`src/rtl/lcd_pkg.sv`:
```
// Shared definitions for the character-LCD controller: FSM states, special
// command codes, the HD44780 power-up init ROM and status word bit positions.
package lcd_pkg;

    typedef enum logic [2:0] {
        ST_PWRUP,
        ST_LOAD,
        ST_SETUP,
        ST_ENH,
        ST_HOLD,
        ST_EXEC,
        ST_IDLE
    } lcd_state_e;

    localparam logic [7:0] LCD_CMD_CLEAR = 8'h01;
    localparam logic [7:0] LCD_CMD_HOME  = 8'h02;

    localparam int INIT_LEN   = 7;
    localparam int INIT_IDX_W = 3;

    localparam int STAT_BUSY = 0;
    localparam int STAT_INIT = 1;
    localparam int STAT_OVF  = 2;

    // 8-bit interface, 2 lines, display off, clear, entry mode, display on.
    function automatic logic [7:0] init_rom(input logic [INIT_IDX_W-1:0] idx);
        case (idx)
            3'd0, 3'd1, 3'd2: init_rom = 8'h38;
            3'd3:             init_rom = 8'h08;
            3'd4:             init_rom = 8'h01;
            3'd5:             init_rom = 8'h06;
            default:          init_rom = 8'h0C;
        endcase
    endfunction

    // Clear and home need the long execution wait; everything else is short.
    function automatic logic is_long_exec(input logic rs, input logic [7:0] code);
        is_long_exec = !rs && ((code == LCD_CMD_CLEAR) || (code == LCD_CMD_HOME));
    endfunction

    function automatic int max_int(input int a, input int b);
        max_int = (a > b) ? a : b;
    endfunction

endpackage

```
`src/rtl/lcd_cmd_fifo.sv`:
```
// Small synchronous FIFO holding {RS, byte} commands between the store path
// and the LCD timing FSM. Read data is the head entry, valid whenever !empty.
module lcd_cmd_fifo #(
    parameter int DEPTH = 4,
    parameter int WIDTH = 9
) (
    input  logic             clk,
    input  logic             rst_n,
    input  logic             push,
    input  logic [WIDTH-1:0] push_data,
    input  logic             pop,
    output logic [WIDTH-1:0] pop_data,
    output logic             full,
    output logic             empty
);

    localparam int PTR_W = (DEPTH > 1) ? $clog2(DEPTH) : 1;
    localparam int CNT_W = $clog2(DEPTH) + 1;

    logic [WIDTH-1:0] mem [DEPTH];
    logic [PTR_W-1:0] wr_ptr_reg;
    logic [PTR_W-1:0] rd_ptr_reg;
    logic [CNT_W-1:0] count_reg;
    logic             push_ok;
    logic             pop_ok;

    assign push_ok  = push && !full;
    assign pop_ok   = pop && !empty;
    assign full     = (count_reg == CNT_W'(DEPTH));
    assign empty    = (count_reg == '0);
    assign pop_data = mem[rd_ptr_reg];

    always_ff @(posedge clk) begin
        if (push_ok) begin
            mem[wr_ptr_reg] <= push_data;
        end
    end

    // Pointers wrap naturally because DEPTH is a power of two.
    always_ff @(posedge clk or negedge rst_n) begin
        if (!rst_n) begin
            wr_ptr_reg <= '0;
            rd_ptr_reg <= '0;
            count_reg  <= '0;
        end else begin
            if (push_ok) begin
                wr_ptr_reg <= wr_ptr_reg + 1'b1;
            end
            if (pop_ok) begin
                rd_ptr_reg <= rd_ptr_reg + 1'b1;
            end
            case ({push_ok, pop_ok})
                2'b10:   count_reg <= count_reg + 1'b1;
                2'b01:   count_reg <= count_reg - 1'b1;
                default: count_reg <= count_reg;
            endcase
        end
    end

endmodule

```
`src/rtl/lcd_ctrl.sv`:
```
// HD44780 8-bit character-LCD controller: queues CPU stores, runs the
// power-up init sequence, then replays commands with bus timing on the pins.
module lcd_ctrl
    import lcd_pkg::*;
#(
    parameter int FIFO_DEPTH = 4,
    parameter int PWRUP_CYC  = 750000,
    parameter int SETUP_CYC  = 2,
    parameter int EN_CYC     = 12,
    parameter int HOLD_CYC   = 1,
    parameter int CMD_CYC    = 2000,
    parameter int CLR_CYC    = 82000
) (
    input  logic        i_clk,
    input  logic        i_reset,
    input  logic        i_wr_stb,
    input  logic [31:0] i_wr_data,
    output logic [7:0]  o_lcd_data,
    output logic        o_lcd_rs,
    output logic        o_lcd_rw,
    output logic        o_lcd_en,
    output logic        o_lcd_on,
    output logic        o_busy,
    output logic        o_init_done,
    output logic        o_overflow,
    output logic [31:0] o_status
);

    localparam int MAX_CYC = max_int(max_int(max_int(PWRUP_CYC, SETUP_CYC),
                                             max_int(EN_CYC, HOLD_CYC)),
                                     max_int(CMD_CYC, CLR_CYC));
    localparam int CNT_W = (MAX_CYC > 1) ? $clog2(MAX_CYC) : 1;

    localparam logic [CNT_W-1:0] PWRUP_LAST = CNT_W'(PWRUP_CYC - 1);
    localparam logic [CNT_W-1:0] SETUP_LD   = CNT_W'(SETUP_CYC - 1);
    localparam logic [CNT_W-1:0] EN_LD      = CNT_W'(EN_CYC - 1);
    localparam logic [CNT_W-1:0] HOLD_LD    = CNT_W'(HOLD_CYC - 1);
    localparam logic [CNT_W-1:0] CMD_LD     = CNT_W'(CMD_CYC - 1);
    localparam logic [CNT_W-1:0] CLR_LD     = CNT_W'(CLR_CYC - 1);
    localparam logic [INIT_IDX_W-1:0] INIT_LAST = INIT_IDX_W'(INIT_LEN - 1);

    lcd_state_e            state_reg, state_next;
    logic [CNT_W-1:0]      cnt_reg, cnt_next;
    logic [INIT_IDX_W-1:0] idx_reg, idx_next;
    logic                  init_done_reg, init_done_next;
    logic [8:0]            cmd_reg, cmd_next;
    logic                  ovf_reg;
    logic                  on_reg;

    logic                  fifo_pop;
    logic [8:0]            fifo_data;
    logic                  fifo_full;
    logic                  fifo_empty;
    logic                  busy;
    logic                  unused_wr_bits;

    assign unused_wr_bits = ^i_wr_data[31:9];

    lcd_cmd_fifo #(
        .DEPTH (FIFO_DEPTH),
        .WIDTH (9)
    ) u_fifo (
        .clk       (i_clk),
        .rst_n     (i_reset),
        .push      (i_wr_stb),
        .push_data (i_wr_data[8:0]),
        .pop       (fifo_pop),
        .pop_data  (fifo_data),
        .full      (fifo_full),
        .empty     (fifo_empty)
    );

    always_ff @(posedge i_clk or negedge i_reset) begin
        if (!i_reset) begin
            state_reg     <= ST_PWRUP;
            cnt_reg       <= '0;
            idx_reg       <= '0;
            init_done_reg <= 1'b0;
            cmd_reg       <= '0;
            ovf_reg       <= 1'b0;
            on_reg        <= 1'b0;
        end else begin
            state_reg     <= state_next;
            cnt_reg       <= cnt_next;
            idx_reg       <= idx_next;
            init_done_reg <= init_done_next;
            cmd_reg       <= cmd_next;
            on_reg        <= 1'b1;
            if (i_wr_stb && fifo_full) begin
                ovf_reg <= 1'b1;
            end
        end
    end

    // Timed states load N-1 on entry and leave when the counter reaches 0;
    // PWRUP instead counts up from the reset value of 0.
    always_comb begin
        state_next     = state_reg;
        cnt_next       = (cnt_reg != '0) ? cnt_reg - 1'b1 : '0;
        idx_next       = idx_reg;
        init_done_next = init_done_reg;
        cmd_next       = cmd_reg;
        fifo_pop       = 1'b0;

        case (state_reg)
            ST_PWRUP: begin
                if (cnt_reg == PWRUP_LAST) begin
                    state_next = ST_LOAD;
                    cnt_next   = '0;
                end else begin
                    cnt_next = cnt_reg + 1'b1;
                end
            end
            ST_LOAD: begin
                if (!init_done_reg) begin
                    cmd_next = {1'b0, init_rom(idx_reg)};
                end else begin
                    cmd_next = fifo_data;
                    fifo_pop = 1'b1;
                end
                state_next = ST_SETUP;
                cnt_next   = SETUP_LD;
            end
            ST_SETUP: begin
                if (cnt_reg == '0) begin
                    state_next = ST_ENH;
                    cnt_next   = EN_LD;
                end
            end
            ST_ENH: begin
                if (cnt_reg == '0) begin
                    state_next = ST_HOLD;
                    cnt_next   = HOLD_LD;
                end
            end
            ST_HOLD: begin
                if (cnt_reg == '0) begin
                    state_next = ST_EXEC;
                    cnt_next   = is_long_exec(cmd_reg[8], cmd_reg[7:0]) ? CLR_LD : CMD_LD;
                end
            end
            ST_EXEC: begin
                if (cnt_reg == '0) begin
                    if (!init_done_reg) begin
                        if (idx_reg == INIT_LAST) begin
                            init_done_next = 1'b1;
                            state_next     = ST_IDLE;
                        end else begin
                            idx_next   = idx_reg + 1'b1;
                            state_next = ST_LOAD;
                        end
                    end else begin
                        state_next = ST_IDLE;
                    end
                end
            end
            ST_IDLE: begin
                // A strobe arriving now is in the FIFO by the time LOAD pops.
                if (!fifo_empty || i_wr_stb) begin
                    state_next = ST_LOAD;
                end
            end
            default: begin
                state_next = ST_PWRUP;
                cnt_next   = '0;
            end
        endcase
    end

    assign busy = !init_done_reg || (state_reg != ST_IDLE) || !fifo_empty;

    assign o_lcd_data  = cmd_reg[7:0];
    assign o_lcd_rs    = cmd_reg[8];
    assign o_lcd_rw    = 1'b0;
    assign o_lcd_en    = (state_reg == ST_ENH);
    assign o_lcd_on    = on_reg;
    assign o_busy      = busy;
    assign o_init_done = init_done_reg;
    assign o_overflow  = ovf_reg;

    always_comb begin
        o_status            = '0;
        o_status[STAT_BUSY] = busy;
        o_status[STAT_INIT] = init_done_reg;
        o_status[STAT_OVF]  = ovf_reg;
    end

endmodule
```
`config.mk`:
```
export PLATFORM = sky130hd
export DESIGN_NAME = lcd_ctrl
export DESIGN_NICKNAME = d
export VERILOG_FILES = /design/src/rtl/lcd_pkg.sv /design/src/rtl/lcd_cmd_fifo.sv /design/src/rtl/lcd_ctrl.sv
export SDC_FILE = /design/constraint.sdc
export NUM_CORES = 1
export LEC_CHECK = 0
export ABC_AREA = 0
export CAP_MARGIN = 20
export CORE_AREA = 2 2 108 110
export DETAILED_ROUTE_END_ITERATION = 12
export DIE_AREA = 0 0 110 112
export GPL_TIMING_DRIVEN = 0
export PLACE_DENSITY_LB_ADDON = 0.05
export SYNTH_ARGS = -nofsm -noshare
export SYNTH_HDL_FRONTEND = slang
export SYNTH_HIERARCHICAL = 1
export SYNTH_SLANG_ARGS = --single-unit
export TNS_END_PERCENT = 10
```
`constraint.sdc`:
```
create_clock -name i_clk -period 2.9 [get_ports i_clk]
set_input_delay 0.725 -clock i_clk [delete_from_list [all_inputs] [get_ports i_clk]]
set_output_delay 0.725 -clock i_clk [all_outputs]
set_load 0.03 [all_outputs]
```
==> impl_metrics.py, run 1 <==
metrics = {
    "drt": {
        "wl_per_cell_um": 16.13,
        "dr_wl_met2_um": 5538,
        "dr.max_layer_used": "met4",
        "vias": 3545,
        "viasPerCell": 5.323,
        "antenna_left": 0,
        "first_iter_violations": 240,
        "firstDrtPassIters": 4,
        "wl_um": 10740,
        "wl_met1_um": 4510,
        "drc": 0,
        "dr_wl_met3_um": 500,
    },
    "placement": {
        "io_buffer_count": 28,
        "placed_cells": 651,
        "dp_hpwl_um": 7817,
        "routabilityCongestion": 0.8434,
    },
    "pwr": {
        "clockPowerShare": 0.224,
        "power_density_mw_per_mm2": 873.4,
        "leakage_nw": 2.321,
        "power.total_mw": 5.031,
        "power_switching_mw": 2.027,
        "sw_frac_of_total": 0.4029,
        "p_int_mw": 3.004,
        "peakVddDrop_uv": 539.6,
        "p_comb_frac": 0.424,
        "pwr-share-seq": 0.352,
    },
    "synth": {
        "ys.flop_type": "dfrtp_1",
        "netlist_top_cells_area": "dfrtp_1 23%, edfxtp_1 22%, buf_4 6.1%",
        "synthArstFlopShare": 0.5556,
        "seq_area_frac_synth": 0.4517,
        "ys_types": 78,
        "synth-seq-cells": 81,
        "yosysWarningCount": 6,
        "avgSynthCellArea_um2": 10.86,
        "yosysTopAreaCellShare": 0.2305,
        "netlist_instances": 450,
        "synth_area_leader_cell": "dfrtp_1",
        "netlist_area_mm2": 0.004886,
        "synth-edff-count": 36,
    },
    "clocking": {
        "postCtsSetupRepairBufs": 0,
        "clkTransAtPathRegs_ps": 70,
        "clockRootBuffer": "clkbuf_16",
        "htreeDepth": 3,
        "cts_made_buffers": 9,
        "cts.sinks": 81,
        "cts_tree": "yes",
        "cts.path.max_buffers": 2,
        "clk_latency_ps": 350,
    },
    "grt": {
        "grt_pass1_vias": 3490,
        "antenna_found_initial": 0,
        "grt_max_degree": 26,
        "grt_usage": 0.1904,
        "grt_pass1_wl_um": 18040,
        "grt.overflow.total": 0,
    },
    "timing": {
        "min_period_over_period": 0.9376,
        "max_freq_ghz": 0.3678,
        "finalHoldViolCount": 0,
        "drv_slew": 0,
        "rsz0062_at_grt": "false",
        "maxSlewHeadroom": 0.4623,
        "min_period_ps": 2719,
        "tightest_slew_ps": 799.2,
        "finClkSkew_ps": 6.325,
        "final-setup-viol-count": 0,
    },
    "setup_path": {
        "crit_type": "register to output port",
        "r2r_cells": 9,
        "cp-start-kind": "register",
        "r2r_start": "cnt_reg[0]",
        "endpoint_kind": "output port",
        "arrival_ps": 1990,
        "rrSetupSlack_ps": 370,
        "crit_fanout": 7,
        "worstSetupStartpoint": "state_reg[1]",
        "regToRegEndpoint": "cnt_reg[0]",
        "cp.required_ps": 2170,
    },
    "cells_and_area": {
        "largest_reg_flops": 36,
        "fin_nets": 567,
        "final_common_cell": "dfrtp_1",
        "drive_above_1_share": 0.2237,
        "num_antenna_cells": 0,
        "fin_cells": 666,
        "layout_common_cells": "44 x dfrtp_1, 41 x nand2_1, 40 x buf_4",
        "area_growth_syn_to_layout_pct": 17.90,
    },
    "job": {
        "cap_violations": 0,
    },
    "floorplan": {
        "dieHeight_um": 112,
        "start_util": 0.4372,
        "die_area_mm2": 0.01232,
        "fp.dieW_um": 110,
        "placeableCoreArea_mm2": 0.01117,
        "num_rows": 39,
        "io-pin-count": 82,
    },
    "worst_hold_path": {
        "hold_class": "primary input to async pin",
    },
    "status": {
        "status": "finished, final reports clean",
    },
}
power by group through the flow:
stage | combinational (mW) | sequential (mW) | clock (mW)
finish | 2.13 | 1.77 | 1.13
global route | 2.35 | 1.81 | 1.20
CTS | 2.14 | 1.77 | 1.15
detailed placement | 2.13 | 1.79 | 0
global placement | 2.11 | 1.79 | 0
floorplan | 1.57 | 1.79 | 0
worst max-delay path, cell delays in order, from the launching register on:
cell and delay, ps:
dfrtp_1 490, and2_1 280, nand4_1 150, buf_4 160
clkdlybuf4s50_1 580
per-stage QoR:
stage / setup WS, ps / hold WS (ps) / utilization / cell area (um2) / setup TNS [ps]
after floorplan: 412.3 / 429.4 / - / 4995 / 0
after global placement: -277.6 / 467.8 / 0.4881 / 5454 / -12300
after detailed placement: 86.45 / 478.2 / 0.4894 / 5469 / 0
after CTS: 59.91 / 366.1 / 0.5154 / 5759 / 0
after global routing: 67.18 / 385.3 / 0.5155 / 5761 / 0
final: 181.0 / 347.8 / 0.5155 / 5761 / 0
metal layers:
layer	track usage	vias to the layer above
li1	-	1732
met1	0.2379	1722
met2	0.3174	74
met3	0.05094	17
met4	0.06160	0
met5	0	-
synthesized netlist by cell type (5+ instances only):
cell type / number
dfrtp_1: 45
nand2_1: 41
buf_4: 40
edfxtp_1: 36
nor2_1: 29
a21oi_1: 21
inv_1: 17
nand3_1: 16
o21ai_0: 15
ha_1: 13
mux4_2: 9
nor3_1: 9
o22ai_1: 8
xor2_1: 8
a221oi_1: 7
a31oi_1: 7
nand4_1: 7
xnor2_1: 7
nor4_1: 6
and3_1: 5
buf_2: 5
buf_6: 5
timing repair:
item | in CTS | in global routing
endpoints found under the setup margin | 2 | 1
endpoints found under the hold margin | 0 | 0
hold buffers | 0 | 0
resized for setup | 1 | 1
cell families (layout without fill, tap and decap cells):
group | Yosys count | in the layout | synth area share
AND/OR/NAND/NOR | 152 | 152 | 0.1816
AO/OA/AOI/OAI | 96 | 96 | 0.1403
flip-flops | 81 | 81 | 0.4517
buffers and inverters | 75 | 119 | 0.1055
XOR/XNOR | 15 | 15 | 0.02689
multiplexers | 15 | 15 | 0.05506
adder cells (fa/ha/maj) | 14 | 14 | 0.03739
other | 2 | 31 | 0.001537
area by class of cell:
type	count	area, um2
fillers	989	5414
multi-input cells	323	2272
flip-flops and latches	81	2208
plain buffers	57	449.2
repair buffers	29	295.3
clock buffers	9	225.2
well taps	143	178.9
clock inverters	7	67.56
inverters	17	63.81
worst max-delay path by stage:
stage,end,slack [ps]
after floorplan,o_status[0],410
after global placement,cmd_reg[3],-280
after detailed placement,o_status[0],90
after CTS,o_status[0],60
after global routing,o_status[0],70
final,o_status[0],180
No activity file was read; power rests on OpenSTA's default activity.
==> inputs of run 2 (changes only) <==
- GPL_ROUTABILITY_DRIVEN: not set -> 0
==> results of run 2 <==
No change in the layout: final DEF, timing and power equal those of run 1.
==> inputs of run 3 (changes only) <==
- CORE_AREA: 2 2 108 110 -> 2 2 105 107
- DIE_AREA: 0 0 110 112 -> 0 0 107 109
- SLEW_MARGIN: not set -> 10
- clock period: 2.9 -> 2.3 ns (I/O delays scaled with it)
==> run 3 against run 2 <==
  * First-iteration DRC count down 8.3%
  * Sequential cell count unchanged
  * Via count up 2.3%
  * Register-to-register slack worse by 360 ps
  * Non-clock buffer count up 15
  * Clock skew up 4.2 ps
  * Largest cell class unchanged
  * Largest power group unchanged
  * Highest routed layer unchanged
==> impl_metrics.py, run 3 (same netlist as run 1, synthesis figures left out) <==
metrics = {
    "cells_and_area": {
        "drive_above_1_share": 0.2825,
        "layout_common_cells": "56 x buf_4, 40 x nand2_1, 38 x dfrtp_1",
        "postLayoutCellArea_mm2": 0.005899,
        "area_growth_syn_to_layout_pct": 20.74,
        "final_common_cell": "buf_4",
        "fin_nets": 582,
        "largest_reg_flops": 36,
        "num_antenna_cells": 0,
    },
    "timing": {
        "finClkSkew_ps": 10.57,
        "max_freq_ghz": 0.4375,
        "finalHoldViolCount": 0,
        "drv_slew": 0,
        "tightest_slew_ps": 687.0,
        "min_period_over_period": 0.9937,
        "rsz0062_at_grt": "true",
        "min_period_ps": 2286,
        "worst_slack_ps": 14.49,
        "final-setup-viol-count": 0,
        "finalSetupTns_ps": 0,
        "maxSlewHeadroom": 0.5378,
    },
    "placement": {
        "io_buffer_count": 28,
        "place_ws_ps": -185.8,
        "placed_area_mm2": 0.005468,
        "dp_hpwl_um": 7856,
    },
    "floorplan": {
        "die_area_mm2": 0.01166,
        "num_rows": 38,
        "dieHeight_um": 109,
        "io-pin-count": 82,
        "fp.dieW_um": 107,
        "start_util": 0.4608,
        "placeableCoreArea_mm2": 0.01060,
    },
    "clocking": {
        "cts_tree": "yes",
        "clockRootBuffer": "clkbuf_8",
        "clkTransAtPathRegs_ps": 90,
        "cts_made_buffers": 9,
        "cts.sinks": 81,
        "htreeDepth": 3,
        "clk_latency_ps": 360,
        "cts.path.max_buffers": 2,
    },
    "pwr": {
        "p_int_mw": 3.721,
        "power_density_mw_per_mm2": 1074,
        "power.total_mw": 6.334,
        "power_switching_mw": 2.614,
        "peakVddDrop_uv": 582.7,
        "leakage_nw": 2.380,
        "p_comb_frac": 0.473,
        "clockPowerShare": 0.170,
        "pwr-share-seq": 0.357,
        "sw_frac_of_total": 0.4126,
    },
    "setup_path": {
        "path_cells": "or4_4 -> nor2_4 -> a2111oi_4 -> buf_4 -> buf_4 -> and3_1 -> a221oi_1 -> nand3_1",
        "regToRegEndpoint": "cnt_reg[9]",
        "cp.required_ps": 2540,
        "crit_type": "register to register",
        "max_stage_delay_ps": 570,
        "rrSetupSlack_ps": 10,
        "r2r_start": "cnt_reg[6]",
        "slowest_stage": "or4_4",
        "endpoint_kind": "register",
        "crit_fanout": 8,
        "r2r_cells": 8,
        "cp_common_cell": "buf_4",
        "arrival_ps": 2520,
        "cp-start-kind": "register",
    },
    "grt": {
        "grt_pass1_wl_um": 18060,
        "grt_pass1_vias": 3554,
        "grt_usage": 0.2010,
        "grt.overflow.total": 0,
        "grt_max_degree": 24,
        "antenna_found_initial": 0,
    },
    "job": {
        "cap_violations": 0,
    },
    "drt": {
        "drc": 0,
        "wl_um": 11040,
        "dr_wl_met2_um": 5641,
        "wl_met1_um": 4542,
        "dr.max_layer_used": "met4",
        "vias": 3626,
        "dr_wl_met3_um": 496,
        "antenna_left": 0,
        "wl_per_cell_um": 16.28,
        "firstDrtPassIters": 4,
        "viasPerCell": 5.348,
        "first_iter_violations": 220,
    },
    "status": {
        "status": "finished, final reports clean",
    },
    "worst_hold_path": {
        "hold_class": "primary input to async pin",
    },
}
[run 3: per-stage QoR]
stage,cells,utilization,hold slack [ps]
floorplan,479,-,279.4
global placement,647,0.5143,469.1
detailed placement,648,0.5157,482.0
CTS,670,0.5428,215.1
global route,678,0.5564,240.2
finish,678,0.5564,206.4
[run 3: power groups by stage]
| stage | clock network, mW | registers (mW) | logic [mW] |
|---|---|---|---|
| 6_report | 1.08 | 2.26 | 3.00 |
| 2_1_floorplan | 0 | 2.26 | 1.98 |
| 5_1_grt | 1.18 | 2.31 | 3.24 |
| 3_5_place_dp | 0 | 2.26 | 2.69 |
| 4_1_cts | 1.11 | 2.24 | 2.77 |
| 3_3_place_gp | 0 | 2.25 | 2.65 |
[run 3: area by class of cell]
cell class	count	area (um2)
plain buffers	57	455.4
clock buffers	9	123.9
clock inverters	7	76.32
fillers	947	4703
inverters	17	63.81
multi-input cells	323	2390
flip-flops and latches	81	2216
well taps	140	175.2
repair buffers	44	399.1
[run 3: how the worst max path moves through the flow]
stage,start,to
finish,cnt_reg[6],cnt_reg[9]
detailed placement,cnt_reg[0],cnt_reg[0]
floorplan,o_init_done,u_fifo/count_reg[2]
CTS,state_reg[0],o_lcd_en
global placement,i_reset,cmd_reg[0]
global route,cnt_reg[6],cnt_reg[9]
[run 3: routing by layer]
layer	vias to the layer above	GRT usage
li1	1760	-
met3	28	0.02869
met4	0	0.1058
met5	-	0
met2	93	0.3426
met1	1745	0.2489
[run 3: critical path, delay by kind of cell (launching register included)]
kind,cells,cell delay [ps]
AOI/OAI and AO/OA,2,320
buffers and inverters,2,330
DFF,1,490
and+or+nand+nor,4,1030
[run 3: timing repair]
| item | 4_1_cts | 5_1_grt |
|---|---|---|
| setup endpoints to repair | 24 | 19 |
| hold buffers | 0 | 0 |
| setup buffers | 7 | 8 |
| gates cloned | 0 | 0 |
| gates resized for setup | 17 | 21 |
| pin swaps | 6 | 5 |
| hold endpoints to repair | 0 | 0 |
